$ cat config.mk
export PLATFORM = sky130hd
export DESIGN_NAME = div_unit
export DESIGN_NICKNAME = d
export VERILOG_FILES = /design/src/rtl/div_unit.sv
export SDC_FILE = /design/constraint.sdc
export NUM_CORES = 1
export LEC_CHECK = 0
export CAP_MARGIN = 0
export CORE_MARGIN = 2
export CORE_UTILIZATION = 49
export DETAILED_ROUTE_END_ITERATION = 8
export PLACE_DENSITY = 0.71
export SLEW_MARGIN = 20
export SYNTH_ARGS = -nofsm -noshare
export SYNTH_HDL_FRONTEND = slang
export SYNTH_SLANG_ARGS = --single-unit
$ cat constraint.sdc
create_clock -name clk_i -period 8.8 [get_ports clk_i]
set_input_delay 1.32 -clock clk_i [delete_from_list [all_inputs] [get_ports clk_i]]
set_output_delay 1.32 -clock clk_i [all_outputs]
set_load 0.02 [all_outputs]
$ cat src/rtl/div_unit.sv
// div_unit: multi-cycle restoring divider (signed/unsigned), one quotient bit
// per cycle, with registered quotient/remainder for the HI/LO write-back path.
module div_unit #(
  parameter int WIDTH = 32
) (
  input  logic             clk_i,
  input  logic             rst_i,
  input  logic             start_i,
  input  logic             signed_i,
  input  logic [WIDTH-1:0] src1_i,
  input  logic [WIDTH-1:0] src2_i,
  output logic             busy_o,
  output logic             done_o,
  output logic [WIDTH-1:0] quotient_o,
  output logic [WIDTH-1:0] remainder_o,
  output logic             div_zero_o
);

  localparam int CW = $clog2(WIDTH + 1);

  typedef enum logic [1:0] {
    IDLE = 2'd0,
    CALC = 2'd1,
    FIX  = 2'd2
  } state_t;

  state_t           state;
  state_t           state_next;
  logic [CW-1:0]    cnt;
  logic [WIDTH-1:0] dvd;      // dividend magnitude, shifts into the quotient
  logic [WIDTH-1:0] dvs;      // divisor magnitude
  logic [WIDTH-1:0] prem;     // partial remainder
  logic             q_neg;
  logic             r_neg;
  logic             dz;
  logic [WIDTH:0]   rem_sh;
  logic [WIDTH:0]   trial;

  // Magnitude of a two's-complement value when signed mode is selected.
  // The most negative value maps onto itself, which is the correct unsigned
  // magnitude and gives the overflow case its result without special handling.
  function automatic logic [WIDTH-1:0] mag(input logic signed [WIDTH-1:0] v,
                                           input logic en);
    return (en && v[WIDTH-1]) ? WIDTH'(-v) : WIDTH'(v);
  endfunction

  // Conditional two's-complement negation used to restore result signs.
  function automatic logic [WIDTH-1:0] neg_if(input logic signed [WIDTH-1:0] v,
                                              input logic en);
    return en ? WIDTH'(-v) : WIDTH'(v);
  endfunction

  assign busy_o = (state != IDLE);

  // State register.
  always_ff @(posedge clk_i) begin
    if (rst_i) state <= IDLE;
    else       state <= state_next;
  end

  // Next-state logic.
  always_comb begin
    state_next = state;
    case (state)
      IDLE: if (start_i) state_next = (src2_i == '0) ? FIX : CALC;
      CALC: if (cnt == CW'(1)) state_next = FIX;
      FIX:  state_next = IDLE;
      default: state_next = IDLE;
    endcase
  end

  // Trial subtraction: shifted partial remainder needs one extra bit, and the
  // top bit of the difference tells whether the divisor fit.
  always_comb begin
    rem_sh = {prem, dvd[WIDTH-1]};
    trial  = rem_sh - {1'b0, dvs};
  end

  // Operand capture, iteration and result registration.
  always_ff @(posedge clk_i) begin
    if (rst_i) begin
      cnt         <= '0;
      done_o      <= 1'b0;
      quotient_o  <= '0;
      remainder_o <= '0;
      div_zero_o  <= 1'b0;
    end else begin
      done_o <= 1'b0;
      case (state)
        IDLE: begin
          if (start_i) begin
            q_neg <= signed_i & (src1_i[WIDTH-1] ^ src2_i[WIDTH-1]);
            r_neg <= signed_i & src1_i[WIDTH-1];
            dvs   <= mag(src2_i, signed_i);
            prem  <= '0;
            cnt   <= CW'(WIDTH);
            if (src2_i == '0) begin
              // Keep the raw dividend: it is returned as the remainder.
              dz  <= 1'b1;
              dvd <= src1_i;
            end else begin
              dz  <= 1'b0;
              dvd <= mag(src1_i, signed_i);
            end
          end
        end
        CALC: begin
          cnt <= cnt - CW'(1);
          if (!trial[WIDTH]) prem <= trial[WIDTH-1:0];
          else               prem <= rem_sh[WIDTH-1:0];
          dvd <= {dvd[WIDTH-2:0], ~trial[WIDTH]};
        end
        FIX: begin
          done_o     <= 1'b1;
          div_zero_o <= dz;
          if (dz) begin
            quotient_o  <= '1;
            remainder_o <= dvd;
          end else begin
            quotient_o  <= neg_if(dvd, q_neg);
            remainder_o <= neg_if(prem, r_neg);
          end
        end
        default: ;
      endcase
    end
  end

endmodule

==> results of run 1 <==
==> power groups by stage <==
stage / Sequential (W) / Clock [W] / Combinational, W
after floorplan: 0.00100 / 0 / 0.000370
after global placement: 0.00102 / 0 / 0.000522
after detailed placement: 0.00102 / 0 / 0.000531
after CTS: 0.00100 / 0.000747 / 0.000534
after global routing: 0.00101 / 0.000779 / 0.000596
final: 0.00100 / 0.000738 / 0.000538
==> layout make-up <==
type                    count  area (µm²)
clock buffers              22         507
clock inverters            10        77.6
fillers                  1928        8800
inverters                  56         210
multi-input cells         956        6070
flip-flops and latches    173        4450
well taps                 280         350
repair buffers            143        1420
==> worst min path at each step <==
stage | startpoint | to | slack (ns) | cells after the start
after floorplan | cnt[5] | cnt[5] | 0.45 | 1
after global placement | remainder_o[5] | remainder_o[5] | 0.44 | 2
after detailed placement | remainder_o[1] | remainder_o[1] | 0.45 | 2
after CTS | remainder_o[1] | remainder_o[1] | 0.46 | 2
after global routing | remainder_o[6] | remainder_o[6] | 0.48 | 2
final | remainder_o[1] | remainder_o[1] | 0.46 | 2
==> routing by layer <==
layer  track usage (%)  routed length, µm
met2              36.6              12600
met3              3.55               1860
met4              7.43                516
met1              34.6              13200
met5                 0                  0
==> Yosys cell counts (15+ instances only) <==
cell type                    n  area, µm²
sky130_fd_sc_hd__nand2_1   160        601
sky130_fd_sc_hd__nor3_1     17       85.1
sky130_fd_sc_hd__xnor2_1    76        666
sky130_fd_sc_hd__clkbuf_1   52        195
sky130_fd_sc_hd__ha_1       38        475
sky130_fd_sc_hd__o21ai_1    17       85.1
sky130_fd_sc_hd__nand3_1    16       80.1
sky130_fd_sc_hd__mux2i_1    32        320
sky130_fd_sc_hd__nand2b_1   18        113
sky130_fd_sc_hd__edfxtp_1   99       2970
sky130_fd_sc_hd__xor2_1     69        604
sky130_fd_sc_hd__a211oi_1   16        120
sky130_fd_sc_hd__o31ai_1    29        218
sky130_fd_sc_hd__dfxtp_1    74       1480
sky130_fd_sc_hd__o21ai_0    91        455
sky130_fd_sc_hd__or3_1      15       93.8
sky130_fd_sc_hd__inv_1      56        210
sky130_fd_sc_hd__nor2_1    125        469
sky130_fd_sc_hd__a21oi_1    75        375
sky130_fd_sc_hd__o22ai_1    29        181
==> registers in the layout, indices dropped and copies added (netlist names) <==
name / cells
cnt: 6
div_zero_o: 1
done_o: 1
dvd: 32
dvs: 32
dz: 1
prem: 32
q_neg: 1
quotient_o: 32
r_neg: 1
remainder_o: 32
state: 2
==> stage by stage <==
| stage | cells | hold WS [ns] |
|---|---|---|
| floorplan | 1248 | 0.446 |
| global placement | 1607 | 0.442 |
| detailed placement | 1607 | 0.447 |
| CTS | 1639 | 0.456 |
| global route | 1640 | 0.483 |
| finish | 1640 | 0.455 |
==> cell families after synthesis <==
kind of cell / Yosys count
AND/OR/NAND/NOR: 416
AO/OA/AOI/OAI: 322
flip-flops: 173
XOR/XNOR: 145
buffers and inverters: 119
adder cells (fa/ha/maj): 39
multiplexers: 34
==> worst max-delay path: stages <==
cell	delay, ns
sky130_fd_sc_hd__clkdlybuf4s50_1	0.44
sky130_fd_sc_hd__inv_1	0.07
sky130_fd_sc_hd__ha_1	0.15
sky130_fd_sc_hd__or3b_1	0.40
sky130_fd_sc_hd__or4_4	0.47
sky130_fd_sc_hd__or4_4	0.57
sky130_fd_sc_hd__nor4_4	0.47
sky130_fd_sc_hd__nand3b_4	0.17
sky130_fd_sc_hd__and2_4	0.27
sky130_fd_sc_hd__o21ai_0	0.14
sky130_fd_sc_hd__xor2_1	0.19
sky130_fd_sc_hd__o21ai_0	0.09
==> results.sh, run 1 <==
export IMPL_grt_setup_unrepaired="no"
export IMPL_synth_warning_count=0
export IMPL_total_power_w=0.00228
export IMPL_synth_net_count=1355
export IMPL_post_route_util_pct=59.8
export IMPL_synthXorXnorAreaFrac_pct=11.6
export IMPL_post_route_min_period_ns=4.60
export IMPL_worst_hold_path_type="flop to flop"
export IMPL_timing_final_max_slew_violations=0
export IMPL_grt_start_max_net_pins=79
export IMPL_gp_congestion=0.922
export IMPL_clockPowerShare_pct=32.4
export IMPL_tritoncts_num_buffers=17
export IMPL_fin_ws_ns=4.20
export IMPL_area_growth_synth_to_final_pct=19.3
export IMPL_drt_wl_total_um=28200
export IMPL_clock_tree_from_tritoncts="yes"
export IMPL_cts_sinks=173
export IMPL_synth_area_mux_share_pct=3.12
export IMPL_p_sw_w=0.000701
export IMPL_run_status="completed"
export IMPL_syn_area_per_cell_um2=8.79
export IMPL_r2r_end="prem[29]"
export IMPL_route_vias_total=9469
export IMPL_fmax_mhz=217
export IMPL_finalInstanceArea_mm2=0.0131
export IMPL_commonest_cells_after_routing_fill_and_taps_aside="sky130_fd_sc_hd__nand2_1 (160), sky130_fd_sc_hd__clkdlybuf4s50_1 (133), sky130_fd_sc_hd__nor2_1 (123)"
export IMPL_post_synth_inst_count=1248
export IMPL_post_synth_fa_ha_maj_area_fraction_pct=4.52
export IMPL_cellPowerDensity_mw_per_mm2=174
export IMPL_endpoint_kind="flop"
export IMPL_core_region_area_mm2=0.0219
export IMPL_crit_reg2reg_launch="dvd[31]"
export IMPL_sequential_cell_fraction_of_total_power_pct=44.0
export IMPL_cts_clk_slew_worst_paths_ns=0.07
export IMPL_final_stage_net_count=1454
export IMPL_post_route_cells_drive_above_1_share_pct=4.71
export IMPL_main_combinational_cell_family_by_area_after_synthesis="compound AO/OA/AOI/OAI gates"
export IMPL_clockBufferDepth=2
export IMPL_detailedRoute_firstPassIterationCount=5
export IMPL_cts_hold_buffers_added=0
export IMPL_timing_critical_path_arrival_ns=4.76
export IMPL_cap_viol_max_count=0
export IMPL_io_pins=135
export IMPL_detail_routed_net_length_per_standard_cell_um=17.2
export IMPL_drc=0
export IMPL_post_cts_resized_instances=0
export IMPL_grt_usage_pct=23.8
export IMPL_synth_seq_cells=173
export IMPL_ys_async_sr_fraction_pct=0
export IMPL_cp_startpoint="src2_i[0]"
export IMPL_die_width_um=154
export IMPL_first_global_vias=8536
export IMPL_data_required_critical_path_ns=8.95
export IMPL_reg2reg_setup_slack_ns=4.23
export IMPL_power_report_internal_total_w=0.00158
export IMPL_part_of_the_cycle_the_worst_path_needs_pct=52.3
export IMPL_detail_routed_via_count_per_cell=5.77
export IMPL_clkLatencyLatePin_ns=0.43
export IMPL_timing_critical_path_from_type="primary input"
export IMPL_post_synth_instance_area_mm2=0.0110
export IMPL_hold_viol=0
export IMPL_num_rows=54
export IMPL_finalSetupViolations=0
export IMPL_synthSimpleGateAreaFrac_pct=17.5
export IMPL_hpwl_um=21200
export IMPL_placement_setup_worst_slack_ns=3.78
export IMPL_r2r_worst_path_cells=13
export IMPL_grt_antenna_before_repair=0
export IMPL_path_max_fanout=26
export IMPL_synth_sequential_area_ratio_pct=40.6
export IMPL_leakagePower_nw=4.83
export IMPL_swShare_pct=30.7
export IMPL_synth_edff_count=99
export IMPL_power_combinational_fraction_pct=23.6
export IMPL_placement_io_buffers=134
export IMPL_worstSetupPathType="primary input to flop"
export IMPL_synth_compound_area_share_pct=18.3
export IMPL_synth_ff_type="sky130_fd_sc_hd__edfxtp_1"
export IMPL_synthDistinctLibCells=63
export IMPL_gr_total_overflow=0
export IMPL_cts_root_buf="sky130_fd_sc_hd__clkbuf_16"
export IMPL_final_setup_tns_ns=0
export IMPL_detail_route_antenna_nets=0
export IMPL_peakVddDrop_uv=136
export IMPL_floorplan_die_height_um=154
export IMPL_most_common_cell_after_layout_fill_and_taps_aside="sky130_fd_sc_hd__nand2_1"
export IMPL_detailed_place_area_mm2=0.0125
export IMPL_wire_length_of_the_first_global_routing_pass_um=45200
export IMPL_worst_slew_pin_transition_ns=1.01
export IMPL_cts_max_level=4
export IMPL_timing_clock_skew_ns=0.00781
export IMPL_initial_utilization_pct=50.1
export IMPL_cts_post_setup_buffers_inserted=0
export IMPL_timing_critical_path_to="dvd[12]"
export IMPL_floorplan_die_area_mm2=0.0236
export IMPL_drt_first_iter_violations=800
export IMPL_antennaDiodeCount=0
export IMPL_timing_max_slew_rel_slack_pct=32.6
(Power assumes the default switching activity.)
==> run 2, diff against run 1 <==
Clock period 8.8 ns to 4.8 ns, I/O delays scaled along.
==> run 2 against run 1 <==
Net effect: hold slack improved by 0.0047 ns; critical path depth rose by 1; global-route usage rose by 0.34 points; final cell count hardly changed; register-to-register slack worse by 3.6 ns; die area is the same; utilization rose by 0.097 points; clock skew rose by 0.0062 ns; combinational power rose by 84%; clock power grew 86%; flip-flop and latch count did not move.
==> results.sh, run 2 (same netlist as run 1, synthesis figures left out) <==
export IMPL_run_status="completed"
export IMPL_r2r_end="prem[29]"
export IMPL_top_signal_layer_used="met4"
export IMPL_floorplan_die_area_mm2=0.0236
export IMPL_post_cts_resized_instances=0
export IMPL_gr_total_overflow=0
export IMPL_drt_wl_total_um=28400
export IMPL_floorplan_die_height_um=154
export IMPL_cellPowerDensity_mw_per_mm2=321
export IMPL_fmax_mhz=240
export IMPL_cts_root_buf="sky130_fd_sc_hd__clkbuf_16"
export IMPL_wirelength_met1_um=13300
export IMPL_min_delay_path_depth=2
export IMPL_most_common_cell_after_layout_fill_and_taps_aside="sky130_fd_sc_hd__nand2_1"
export IMPL_worst_slew_pin_transition_ns=1.07
export IMPL_drt_first_iter_violations=678
export IMPL_data_required_critical_path_ns=5.05
export IMPL_part_of_the_cycle_the_worst_path_needs_pct=86.9
export IMPL_cts_max_level=4
export IMPL_timing_critical_path_from_type="flop"
export IMPL_cap_viol_max_count=0
export IMPL_detail_routed_net_length_per_standard_cell_um=17.3
export IMPL_wire_length_of_the_first_global_routing_pass_um=45600
export IMPL_timing_clock_skew_ns=0.0140
export IMPL_cts_clk_slew_worst_paths_ns=0.07
export IMPL_grt_start_max_net_pins=78
export IMPL_hold_viol=0
export IMPL_area_growth_synth_to_final_pct=19.5
export IMPL_timing_max_slew_rel_slack_pct=29.0
export IMPL_endpoint_kind="flop"
export IMPL_commonest_cells_after_routing_fill_and_taps_aside="sky130_fd_sc_hd__nand2_1 (160), sky130_fd_sc_hd__clkdlybuf4s50_1 (133), sky130_fd_sc_hd__nor2_1 (123)"
export IMPL_total_power_w=0.00420
export IMPL_initial_utilization_pct=50.1
export IMPL_layout_filler_cells=1951
export IMPL_die_width_um=154
export IMPL_cts_sinks=173
export IMPL_hold_end="div_zero_o"
export IMPL_cts_hold_buffers_added=0
export IMPL_cts_post_setup_buffers_inserted=0
export IMPL_met3RoutedLength_um=1850
export IMPL_met2_wirelength_um=12500
export IMPL_reg2reg_setup_slack_ns=0.63
export IMPL_io_pins=135
export IMPL_grt_usage_pct=24.1
export IMPL_r2r_worst_path_cells=13
export IMPL_core_region_area_mm2=0.0219
export IMPL_tritoncts_num_buffers=17
export IMPL_post_route_cells_drive_above_1_share_pct=4.85
export IMPL_num_rows=54
export IMPL_path_max_fanout=36
export IMPL_final_seq_area_mm2=0.00445
export IMPL_clkLatencyLatePin_ns=0.44
export IMPL_detailedRoute_firstPassIterationCount=5
export IMPL_hpwl_um=21600
export IMPL_clockBufferDepth=2
export IMPL_grt_setup_unrepaired="no"
export IMPL_min_from="div_zero_o"
export IMPL_antennaDiodeCount=0
export IMPL_grt_antenna_before_repair=0
export IMPL_leakagePower_nw=4.84
export IMPL_gp_congestion=0.922
export IMPL_post_route_min_period_ns=4.17
export IMPL_timing_final_max_slew_violations=0
export IMPL_drc=0
export IMPL_final_setup_tns_ns=0
export IMPL_multiInputGateArea_mm2=0.00607
export IMPL_detail_routed_via_count_per_cell=5.77
export IMPL_worstSetupPathType="flop to flop"
export IMPL_first_global_vias=8673
export IMPL_timing_critical_path_arrival_ns=4.42
export IMPL_worst_hold_slack_ns=0.460
export IMPL_clock_tree_from_tritoncts="yes"
export IMPL_worst_hold_path_type="flop to flop"
export IMPL_placement_io_buffers=134
export IMPL_detail_route_antenna_nets=0
export IMPL_finalSetupViolations=0
export IMPL_final_stage_net_count=1455
export IMPL_route_vias_total=9472
export IMPL_crit_reg2reg_launch="dvd[31]"
export IMPL_peakVddDrop_uv=232
[run 2: report_power, final]
part | internal [W] | switching, W | total (W)
logic | 0.000437 | 0.000556 | 0.000992
registers | 0.00170 | 0.000135 | 0.00184
clock network | 0.000711 | 0.000663 | 0.00137
total | 0.00285 | 0.00135 | 0.00420
[run 2: worst max path at each step]
stage	endpoint	slack, ns	cells after the start	from
after floorplan	dvd[0]	0.80	2	start_i
after global placement	dvd[15]	0.44	12	src2_i[0]
after detailed placement	dvd[17]	0.38	12	src2_i[0]
after CTS	prem[29]	0.72	13	dvd[31]
after global routing	prem[29]	0.46	11	prem[12]
final	prem[29]	0.63	13	dvd[31]
[run 2: area by class of cell]
type,count,share of cell area (%)
Clock buffer,18,3.35
Sequential cell,173,34.0
Clock inverter,14,1.12
Multi-Input combinational cell,956,46.3
Timing Repair Buffer,144,11.0
Inverter,56,1.60
Tap cell,280,2.67
[run 2: stage by stage]
| step | instances | area [µm²] | setup slack [ns] | utilization [%] |
|---|---|---|---|---|
| global route | 1641 | 13100 | 0.455 | 59.9 |
| floorplan | 1248 | 11000 | 0.796 | - |
| global placement | 1608 | 12500 | 0.443 | 57.1 |
| CTS | 1640 | 13100 | 0.725 | 59.8 |
| detailed placement | 1608 | 12500 | 0.384 | 57.1 |
| finish | 1641 | 13100 | 0.627 | 59.9 |
[run 2: worst max-delay path: stages (launching register included)]
cell and delay (ns):
sky130_fd_sc_hd__edfxtp_1 0.40, sky130_fd_sc_hd__inv_1 0.12, sky130_fd_sc_hd__ha_1 0.24, sky130_fd_sc_hd__fa_1 0.40
sky130_fd_sc_hd__nand2b_1 0.18, sky130_fd_sc_hd__a21oi_1 0.22, sky130_fd_sc_hd__o31ai_1 0.19, sky130_fd_sc_hd__a211o_1 0.35
sky130_fd_sc_hd__a311oi_1 0.53, sky130_fd_sc_hd__o21ai_0 0.24, sky130_fd_sc_hd__a221oi_4 0.34, sky130_fd_sc_hd__buf_12 0.27
sky130_fd_sc_hd__nand2_1 0.15, sky130_fd_sc_hd__o32ai_1 0.33
[run 2: routing by layer]
metal | track usage, % | vias up
li1 | - | 4651
met1 | 35.2 | 4417
met2 | 36.8 | 360
met3 | 3.21 | 44
met4 | 8.39 | 0
met5 | 0 | -
